<file path="src/rtl/alu_seq_pkg.sv">
// ---------------------------------------------------------------------------
// alu_seq_pkg
// Shared definitions for the multi-cycle Polaris ALU (alu_seq):
//   - opcode values OP_ADD..OP_MUL (compared against int'(op))
//   - FSM state encoding IDLE/SHIFT/MUL/DONE
//   - shifter datapath mode encoding
//   - clog2() for the shift-amount and counter widths
// Optional feature macro used by the files that import this package:
//   ALU_SEQ_MUL_EN -- builds the shift-add multiplier for opcode 10.
// ---------------------------------------------------------------------------
package alu_seq_pkg;

  // Opcodes
  localparam int OP_ADD  = 0;
  localparam int OP_SUB  = 1;
  localparam int OP_SLL  = 2;
  localparam int OP_SLT  = 3;
  localparam int OP_SLTU = 4;
  localparam int OP_XOR  = 5;
  localparam int OP_SRL  = 6;
  localparam int OP_SRA  = 7;
  localparam int OP_OR   = 8;
  localparam int OP_AND  = 9;
  localparam int OP_MUL  = 10;

  // FSM state encoding (IDLE and DONE both accept requests)
  localparam logic [1:0] IDLE  = 2'd0;
  localparam logic [1:0] SHIFT = 2'd1;
  localparam logic [1:0] MUL   = 2'd2;
  localparam logic [1:0] DONE  = 2'd3;

  // Sequential datapath modes
  localparam logic [1:0] MODE_SLL = 2'd0;
  localparam logic [1:0] MODE_SRL = 2'd1;
  localparam logic [1:0] MODE_SRA = 2'd2;
  localparam logic [1:0] MODE_MUL = 2'd3;

  // Ceiling log2; clog2(1) = 0.
  function automatic int clog2(input int value);
    int r;
    r = 0;
    for (int i = 0; i < 31; i++) begin
      if ((1 << i) < value) r = i + 1;
    end
    return r;
  endfunction

endpackage

</file>
<file path="src/rtl/alu_seq_shifter.sv">
// ---------------------------------------------------------------------------
// alu_seq_shifter
// Sequential shift datapath of alu_seq. Holds the accumulator, the
// remaining-count register and the shift mode. Each step moves the
// accumulator by min(SHIFT_STEP, remaining) bits and reduces the count by
// the same amount. With ALU_SEQ_MUL_EN defined, MODE_MUL turns a step into
// "accumulator += add_i" with a count decrement of one, so the multiplier
// reuses the same accumulator and counter.
//
// Ports:
//   clk_i    in   clock
//   reset_i  in   asynchronous active-low reset
//   load_i   in   load accumulator, count and mode (has priority over step)
//   step_i   in   perform one step
//   mode_i   in   mode to load (MODE_SLL/SRL/SRA/MUL)
//   data_i   in   accumulator load value
//   cnt_i    in   count load value
//   add_i    in   addend for MODE_MUL (only with ALU_SEQ_MUL_EN)
//   step_o   out  accumulator value after the step in progress
//   zero_o   out  the step in progress brings the remaining count to zero
// ---------------------------------------------------------------------------
module alu_seq_shifter
  import alu_seq_pkg::*;
#(
  parameter int XLEN       = 64,
  parameter int SHIFT_STEP = 1,
  parameter int CW         = clog2(XLEN) + 1
) (
  input  logic            clk_i,
  input  logic            reset_i,
  input  logic            load_i,
  input  logic            step_i,
  input  logic [1:0]      mode_i,
  input  logic [XLEN-1:0] data_i,
  input  logic [CW-1:0]   cnt_i,
`ifdef ALU_SEQ_MUL_EN
  input  logic [XLEN-1:0] add_i,
`endif
  output logic [XLEN-1:0] step_o,
  output logic            zero_o
);

  localparam logic [CW-1:0] STEP_CW = CW'(SHIFT_STEP);

  logic [XLEN-1:0] acc_q;
  logic [CW-1:0]   rem_q;
  logic [CW-1:0]   amt;
  logic [1:0]      mode_q;

  // NOTE: every always_comb output gets a default first, so no path through
  // the case statement can leave it unassigned and infer a latch.
  always_comb begin
    amt    = (rem_q > STEP_CW) ? STEP_CW : rem_q;
    step_o = acc_q;
    case (mode_q)
      MODE_SLL: step_o = acc_q << amt;
      MODE_SRL: step_o = acc_q >> amt;
      MODE_SRA: step_o = $signed(acc_q) >>> amt;
`ifdef ALU_SEQ_MUL_EN
      MODE_MUL: begin
        amt    = CW'(1);
        step_o = acc_q + add_i;
      end
`endif
      default: ;
    endcase
  end

  // amt never exceeds rem_q, so equality means this step finishes.
  assign zero_o = (rem_q == amt);

  // NOTE: state is updated with non-blocking assignments so every register
  // samples pre-edge values regardless of statement order.
  always_ff @(posedge clk_i or negedge reset_i) begin
    if (!reset_i) begin
      acc_q  <= '0;
      rem_q  <= '0;
      mode_q <= MODE_SLL;
    end else if (load_i) begin
      acc_q  <= data_i;
      rem_q  <= cnt_i;
      mode_q <= mode_i;
    end else if (step_i) begin
      acc_q  <= step_o;
      rem_q  <= rem_q - amt;
    end
  end

endmodule

</file>
<file path="src/rtl/alu_seq.sv">
// ---------------------------------------------------------------------------
// alu_seq
// Multi-cycle integer ALU for the Polaris pipeline. A request is accepted on
// a rising edge with valid_i && ready_o; done_o pulses for the cycle that
// follows edge accept+L, with result_o registered on that edge and held
// until the next done_o.
//   L = 1 for add/sub/compare/logic/undefined ops and for shifts with
//         s <= SHIFT_STEP (these run one result per clock back-to-back);
//   L = ceil(s/SHIFT_STEP) for longer shifts (state SHIFT, ready_o low);
//   L = XLEN for MUL when built (state MUL, ready_o low).
// Optional feature macro: ALU_SEQ_MUL_EN -- builds the radix-2 shift-add
// multiplier for opcode 10; without it opcode 10 returns 0 with L = 1.
//
// Ports:
//   clk_i     in   clock, rising edge
//   reset_i   in   asynchronous active-low reset
//   valid_i   in   request valid
//   ready_o   out  able to accept a request
//   op_i      in   opcode (OPW bits)
//   a_i       in   operand A
//   b_i       in   operand B; low log2(XLEN) bits are the shift amount
//   result_o  out  result, valid while done_o is high
//   done_o    out  one-cycle completion pulse
// ---------------------------------------------------------------------------
module alu_seq
  import alu_seq_pkg::*;
#(
  parameter int XLEN       = 64,
  parameter int SHIFT_STEP = 1,
  parameter int OPW        = 4
) (
  input  logic            clk_i,
  input  logic            reset_i,
  input  logic            valid_i,
  output logic            ready_o,
  input  logic [OPW-1:0]  op_i,
  input  logic [XLEN-1:0] a_i,
  input  logic [XLEN-1:0] b_i,
  output logic [XLEN-1:0] result_o,
  output logic            done_o
);

  localparam int SW = clog2(XLEN);
  localparam int CW = SW + 1;

  logic [1:0]      state_q, state_n;
  logic            pend_q, pend_n;
  logic [OPW-1:0]  op_q;
  logic [XLEN-1:0] a_q, b_q;
  logic [XLEN-1:0] result_n;
  logic            done_n;

  logic            accept;
  logic            is_shift_in;
  logic            long_shift_in;
  logic [SW-1:0]   shamt_in;
  logic [1:0]      mode_in;
  logic            sh_load, sh_step, sh_zero;
  logic [CW-1:0]   sh_cnt;
  logic [XLEN-1:0] sh_data, sh_out;
  logic [XLEN-1:0] alu_1c;

  assign ready_o = (state_q == IDLE) || (state_q == DONE);
  assign accept  = valid_i && ready_o;

  // ---------------- request decode ----------------
  assign shamt_in      = b_i[SW-1:0];
  assign is_shift_in   = (int'(op_i) == OP_SLL) || (int'(op_i) == OP_SRL) ||
                         (int'(op_i) == OP_SRA);
  assign long_shift_in = is_shift_in && (int'(shamt_in) > SHIFT_STEP);

  always_comb begin
    mode_in = MODE_SLL;
    case (int'(op_i))
      OP_SRL:  mode_in = MODE_SRL;
      OP_SRA:  mode_in = MODE_SRA;
      default: mode_in = MODE_SLL;
    endcase
  end

`ifdef ALU_SEQ_MUL_EN
  logic            is_mul_in;
  logic [XLEN-1:0] mcand_q, mplr_q, mul_add;

  assign is_mul_in = (int'(op_i) == OP_MUL);
  assign mul_add   = mplr_q[0] ? mcand_q : '0;
  assign sh_load   = accept && (is_shift_in || is_mul_in);
  assign sh_data   = is_mul_in ? '0 : a_i;
  assign sh_cnt    = is_mul_in ? CW'(XLEN) : {1'b0, shamt_in};
  assign sh_step   = (state_q == SHIFT) || (state_q == MUL);

  // Multiplicand walks left, multiplier walks right: one partial product
  // per MUL cycle is added into the shared accumulator.
  always_ff @(posedge clk_i or negedge reset_i) begin
    if (!reset_i) begin
      mcand_q <= '0;
      mplr_q  <= '0;
    end else if (accept && is_mul_in) begin
      mcand_q <= a_i;
      mplr_q  <= b_i;
    end else if (state_q == MUL) begin
      mcand_q <= mcand_q << 1;
      mplr_q  <= mplr_q >> 1;
    end
  end
`else
  assign sh_load = accept && is_shift_in;
  assign sh_data = a_i;
  assign sh_cnt  = {1'b0, shamt_in};
  assign sh_step = (state_q == SHIFT);
`endif

  alu_seq_shifter #(
    .XLEN       (XLEN),
    .SHIFT_STEP (SHIFT_STEP),
    .CW         (CW)
  ) u_shifter (
    .clk_i   (clk_i),
    .reset_i (reset_i),
    .load_i  (sh_load),
    .step_i  (sh_step),
    .mode_i  (
`ifdef ALU_SEQ_MUL_EN
              is_mul_in ? MODE_MUL :
`endif
              mode_in),
    .data_i  (sh_data),
    .cnt_i   (sh_cnt),
`ifdef ALU_SEQ_MUL_EN
    .add_i   (mul_add),
`endif
    .step_o  (sh_out),
    .zero_o  (sh_zero)
  );

  // ---------------- single-cycle ops on the captured request ----------------
  // Short shifts were loaded into the shifter on accept; their result is the
  // single step the shifter would take next.
  always_comb begin
    alu_1c = '0;
    case (int'(op_q))
      OP_ADD:  alu_1c = a_q + b_q;
      OP_SUB:  alu_1c = a_q - b_q;
      OP_SLT:  alu_1c = {{(XLEN-1){1'b0}}, ($signed(a_q) < $signed(b_q))};
      OP_SLTU: alu_1c = {{(XLEN-1){1'b0}}, (a_q < b_q)};
      OP_XOR:  alu_1c = a_q ^ b_q;
      OP_OR:   alu_1c = a_q | b_q;
      OP_AND:  alu_1c = a_q & b_q;
      OP_SLL, OP_SRL, OP_SRA: alu_1c = sh_out;
      default: alu_1c = '0;
    endcase
  end

  // ---------------- control FSM ----------------
  // pend_q marks a captured single-cycle request that completes on the next
  // edge; it runs alongside IDLE/DONE so a new request can be accepted in the
  // same cycle, giving one result per clock.
  always_comb begin
    state_n  = state_q;
    pend_n   = 1'b0;
    result_n = result_o;
    done_n   = 1'b0;
    case (state_q)
      IDLE, DONE: begin
        state_n = pend_q ? DONE : IDLE;
        if (pend_q) begin
          result_n = alu_1c;
          done_n   = 1'b1;
        end
        if (accept) begin
          if (long_shift_in) begin
            state_n = SHIFT;
`ifdef ALU_SEQ_MUL_EN
          end else if (is_mul_in) begin
            state_n = MUL;
`endif
          end else begin
            pend_n = 1'b1;
          end
        end
      end
`ifdef ALU_SEQ_MUL_EN
      SHIFT, MUL: begin
`else
      SHIFT: begin
`endif
        if (sh_zero) begin
          result_n = sh_out;
          done_n   = 1'b1;
          state_n  = DONE;
        end
      end
      default: state_n = IDLE;
    endcase
  end

  always_ff @(posedge clk_i or negedge reset_i) begin
    if (!reset_i) begin
      state_q  <= IDLE;
      pend_q   <= 1'b0;
      op_q     <= '0;
      a_q      <= '0;
      b_q      <= '0;
      result_o <= '0;
      done_o   <= 1'b0;
    end else begin
      state_q  <= state_n;
      pend_q   <= pend_n;
      result_o <= result_n;
      done_o   <= done_n;
      if (accept) begin
        op_q <= op_i;
        a_q  <= a_i;
        b_q  <= b_i;
      end
    end
  end

endmodule

</file>
<file path="config.mk">
export PLATFORM = sky130hd
export DESIGN_NAME = alu_seq
export DESIGN_NICKNAME = d
export VERILOG_FILES = /design/src/rtl/alu_seq_pkg.sv /design/src/rtl/alu_seq_shifter.sv /design/src/rtl/alu_seq.sv
export SDC_FILE = /design/constraint.sdc
export NUM_CORES = 1
export LEC_CHECK = 0
export BUFFER_PORTS_ARGS = -buffer_cell sky130_fd_sc_hd__buf_2
export CORE_ASPECT_RATIO = 1.25
export CORE_UTILIZATION = 48
export CTS_BUF_LIST = sky130_fd_sc_hd__clkbuf_8
export DETAILED_ROUTE_END_ITERATION = 6
export PLACE_DENSITY = 0.66
export SKIP_CTS_REPAIR_TIMING = 1
export SLEW_MARGIN = 20
export SYNTH_ARGS = -nofsm -noshare
export SYNTH_HDL_FRONTEND = slang
export SYNTH_SLANG_ARGS = --single-unit
</file>
<file path="constraint.sdc">
create_clock -name clk_i -period 4.7 [get_ports clk_i]
set_input_delay 0.705 -clock clk_i [delete_from_list [all_inputs] [get_ports clk_i]]
set_output_delay 0.705 -clock clk_i [all_outputs]
set_load 0.02 [all_outputs]
</file>
==> results by group <==
Run status
  • Result of the run: finished, violations left
  • Violated checks: design-rule violations

STA
  • Unrepaired setup endpoints after global routing: no
  • Clock tree skew after final layout: 43.3 ps
  • Shortest clock period the worst path allows after layout: 4290 ps
  • Final worst-path cycle share: 0.914
  • Number of hold violations in the final report: 0
  • Tightest slew margin relative to the limit: 0.359
  • Final hold slack: around 61 ps
  • Count of endpoints failing setup in the final report: 0
  • Top achievable clock speed: roughly 230 MHz
  • Number of slew-limit violations in the final report: 0
  • Sum of negative setup slack: 0 ps
  • Transition at the pin with the smallest max-transition slack: 961 ps

Clock network
  • Number of buffers on the longest clock path: 3
  • Clock transition at the register clock pins on the worst setup and hold paths after CTS: 60 ps
  • H-tree depth: 2
  • CTS tree: yes
  • CTS Root Cell: clkbuf_8
  • TritonCTS Sinks: 273
  • TritonCTS Buffers: 49
  • Clk_lat worst skew: 670 ps

Cells and area
  • Non-filler cells, final: 3775
  • Filler Cells Inserted: 4768
  • Layout overhead on the synthesized area: 11.5%
  • Share of final-layout standard cells stronger than drive strength 1: 0.166
  • Final design instance area without fill: approximately 27000 um2
  • Count of nets after finishing: 3417

Global routing
  • GRT overflow: 0
  • Pin count of the biggest net entering global routing: 137
  • First-pass GRT wire length: between 100000 and 150000 um
  • Via count of the first global-routing pass: 24700
  • Aggregate global-route resource usage: 0.375
  • Initial antenna violation count: 4

Routing
  • Vias after detailed routing: 24100
  • Total Routed Length: between 90000 and 100000 um
  • First DRT Iteration DRCs: 1883
  • Number of vias per cell: roughly 6.4
  • Remaining antenna violation count: 0
  • Routed wirelength normalized by instance count: roughly 25 um
  • Router iterations before antenna repair: 7
  • Number of design rule violations left after detail routing: 1

Logic synthesis
  • Netlist Area Pre-Place: 24000 um2
  • Total nets after synthesis: 3302
  • Post-synthesis sequential element count: approximately 270
  • Cell type with the largest total area after synthesis: dfrtp_1
  • Synthesis Warnings: 0
  • Sequential share of the synthesized area: 0.285
  • Most instantiated cells after synthesis: a21oi_1, dfrtp_1, nand2_1
  • Cell count after synthesis: 2969
  • Main synth FF type: dfrtp_1
  • Share of the synthesized area in the top cell type: 0.285
  • Top post-synthesis cells by area: dfrtp_1, ha_1, a21oi_1
  • Number of enable flip-flop cells after synthesis: 0
  • Distinct cells, synth: 86
  • Share of synthesized registers carrying an async set or reset: 1.00
  • Post-Synthesis Mean Instance Area: 8.07 um2
  • Count leader, synth: a21oi_1

Setup path
  • Critical-path maximum fanout: 3
  • Arrival @ worst endpoint: 4880 ps
  • R2R Path Start: a_q[0]
  • Type of destination of the critical path: flip-flop
  • Required arrival time at the worst endpoint: 5290 ps
  • R2R depth: 16
  • Worst reg2reg setup slack: just over 400 ps
  • Critical setup path kind: flip-flop to flip-flop
  • R2r endpoint: result_o[34]
  • Worst Setup Start Kind: flip-flop

Die
  • Count of pins on the block boundary: 201
  • Initial Utilization: 0.486
  • Die height: 252 um
  • Core area: about 49000 um2
  • Number of rows in the core area: 91
  • Die area: 50800 um2
  • Chip width: 202 um

Placement
  • Total placed cells including tap cells: roughly 3700
  • Global placement routability congestion: 1.03
  • Detailed Place HPWL: 70500 um
  • Port Buf Inserts: 200
  • Placed cell areas: 25700 um2

Job
  • Number of max-cap violations: 0

Hold path
  • Min-Delay Path Class: input pin to asynchronous set/reset pin
==> critical path, stage by stage, from the launching register on <==
cell,delay [ps]
dfrtp_1,400
inv_1,90
ha_1,160
inv_1,50
fa_1,390
nor2b_1,160
o311a_1,320
o211a_1,290
a211oi_1,490
a211oi_1,160
o31a_1,350
nor2_1,200
nor2_1,80
o41ai_2,230
mux2_2,400
a21oi_1,260
a221o_1,170
==> sequential cells by signal (all words and copies together), names as in the netlist <==
signal and flops:
done_o 1, op_q 4, u_shifter.rem_q 7, u_shifter.mode_q 2
b_q 64, u_shifter.acc_q 64, state_q 2, a_q 64
result_o 64, pend_q 1
==> final cells by class <==
type                    instances  area [um2]  area share
diodes                          2        5.00    0.000187
clock buffers                  63         867      0.0324
clock inverters                26         165     0.00618
inverters                     212         797      0.0298
multi-input cells            2279       15600       0.584
flip-flops and latches        273        6840       0.256
well taps                     651         815      0.0305
repair buffers                269        1630      0.0609
==> layer usage <==
layer | share of wire | wire, um | vias to the layer above | track usage
li1 | - | - | 11000 | -
met1 | 0.37 | 35400 | 11800 | 0.402
met2 | 0.52 | 49700 | 1014 | 0.691
met3 | 0.054 | 5170 | 332 | 0.0570
met4 | 0.063 | 6020 | 0 | 0.221
met5 | 0 | 0 | - | 0
==> per-stage QoR <==
stage,utilization,setup slack [ps]
CTS,0.542,399
finish,0.542,406
floorplan,-,1140
detailed placement,0.521,426
global placement,0.521,490
global route,0.542,100
==> worst max path at each step <==
stage	startpoint	end	slack, ps	depth (start not counted)
after floorplan	a_q[0]	result_o[48]	1140	16
after global placement	a_q[0]	result_o[48]	490	16
after detailed placement	b_q[25]	result_o[48]	430	14
after CTS	b_q[25]	result_o[48]	400	14
after global routing	b_q[25]	result_o[48]	100	14
final	a_q[0]	result_o[34]	410	16
==> cells by family (layout without fill, tap and decap cells) <==
| kind of cell | count (synthesis) | count (layout) | share of synthesized area |
|---|---|---|---|
| fa+ha+maj | 198 | 198 | 0.104 |
| buf+inv | 417 | 570 | 0.0668 |
| simple gates | 701 | 701 | 0.131 |
| compound gates | 1135 | 1135 | 0.306 |
| flops | 273 | 273 | 0.285 |
| mux | 199 | 199 | 0.0903 |
| other cells | 0 | 2 | 0 |
| xor+xnor | 46 | 46 | 0.0168 |
==> cells in the final DEF, fill, tap and decap left out, types with 34 or more instances in the layout <==
cell type  count
ha_1         196
o21a_1        75
buf_2        199
clkbuf_8      63
o221ai_1      41
o22ai_1       34
a21oi_1      323
o21ai_0      249
mux2i_1       60
o211ai_1      68
dfrtp_1      270
nor2_1       210
a22o_1        55
nand3_1       38
nand2_1      258
buf_4         61
nor3_1        48
xnor2_1       42
o21bai_1      47
inv_1        222
mux2_2       139
Power is not shown: default switching activity piles up to over one toggle a cycle in this logic, so the estimate is an artifact.
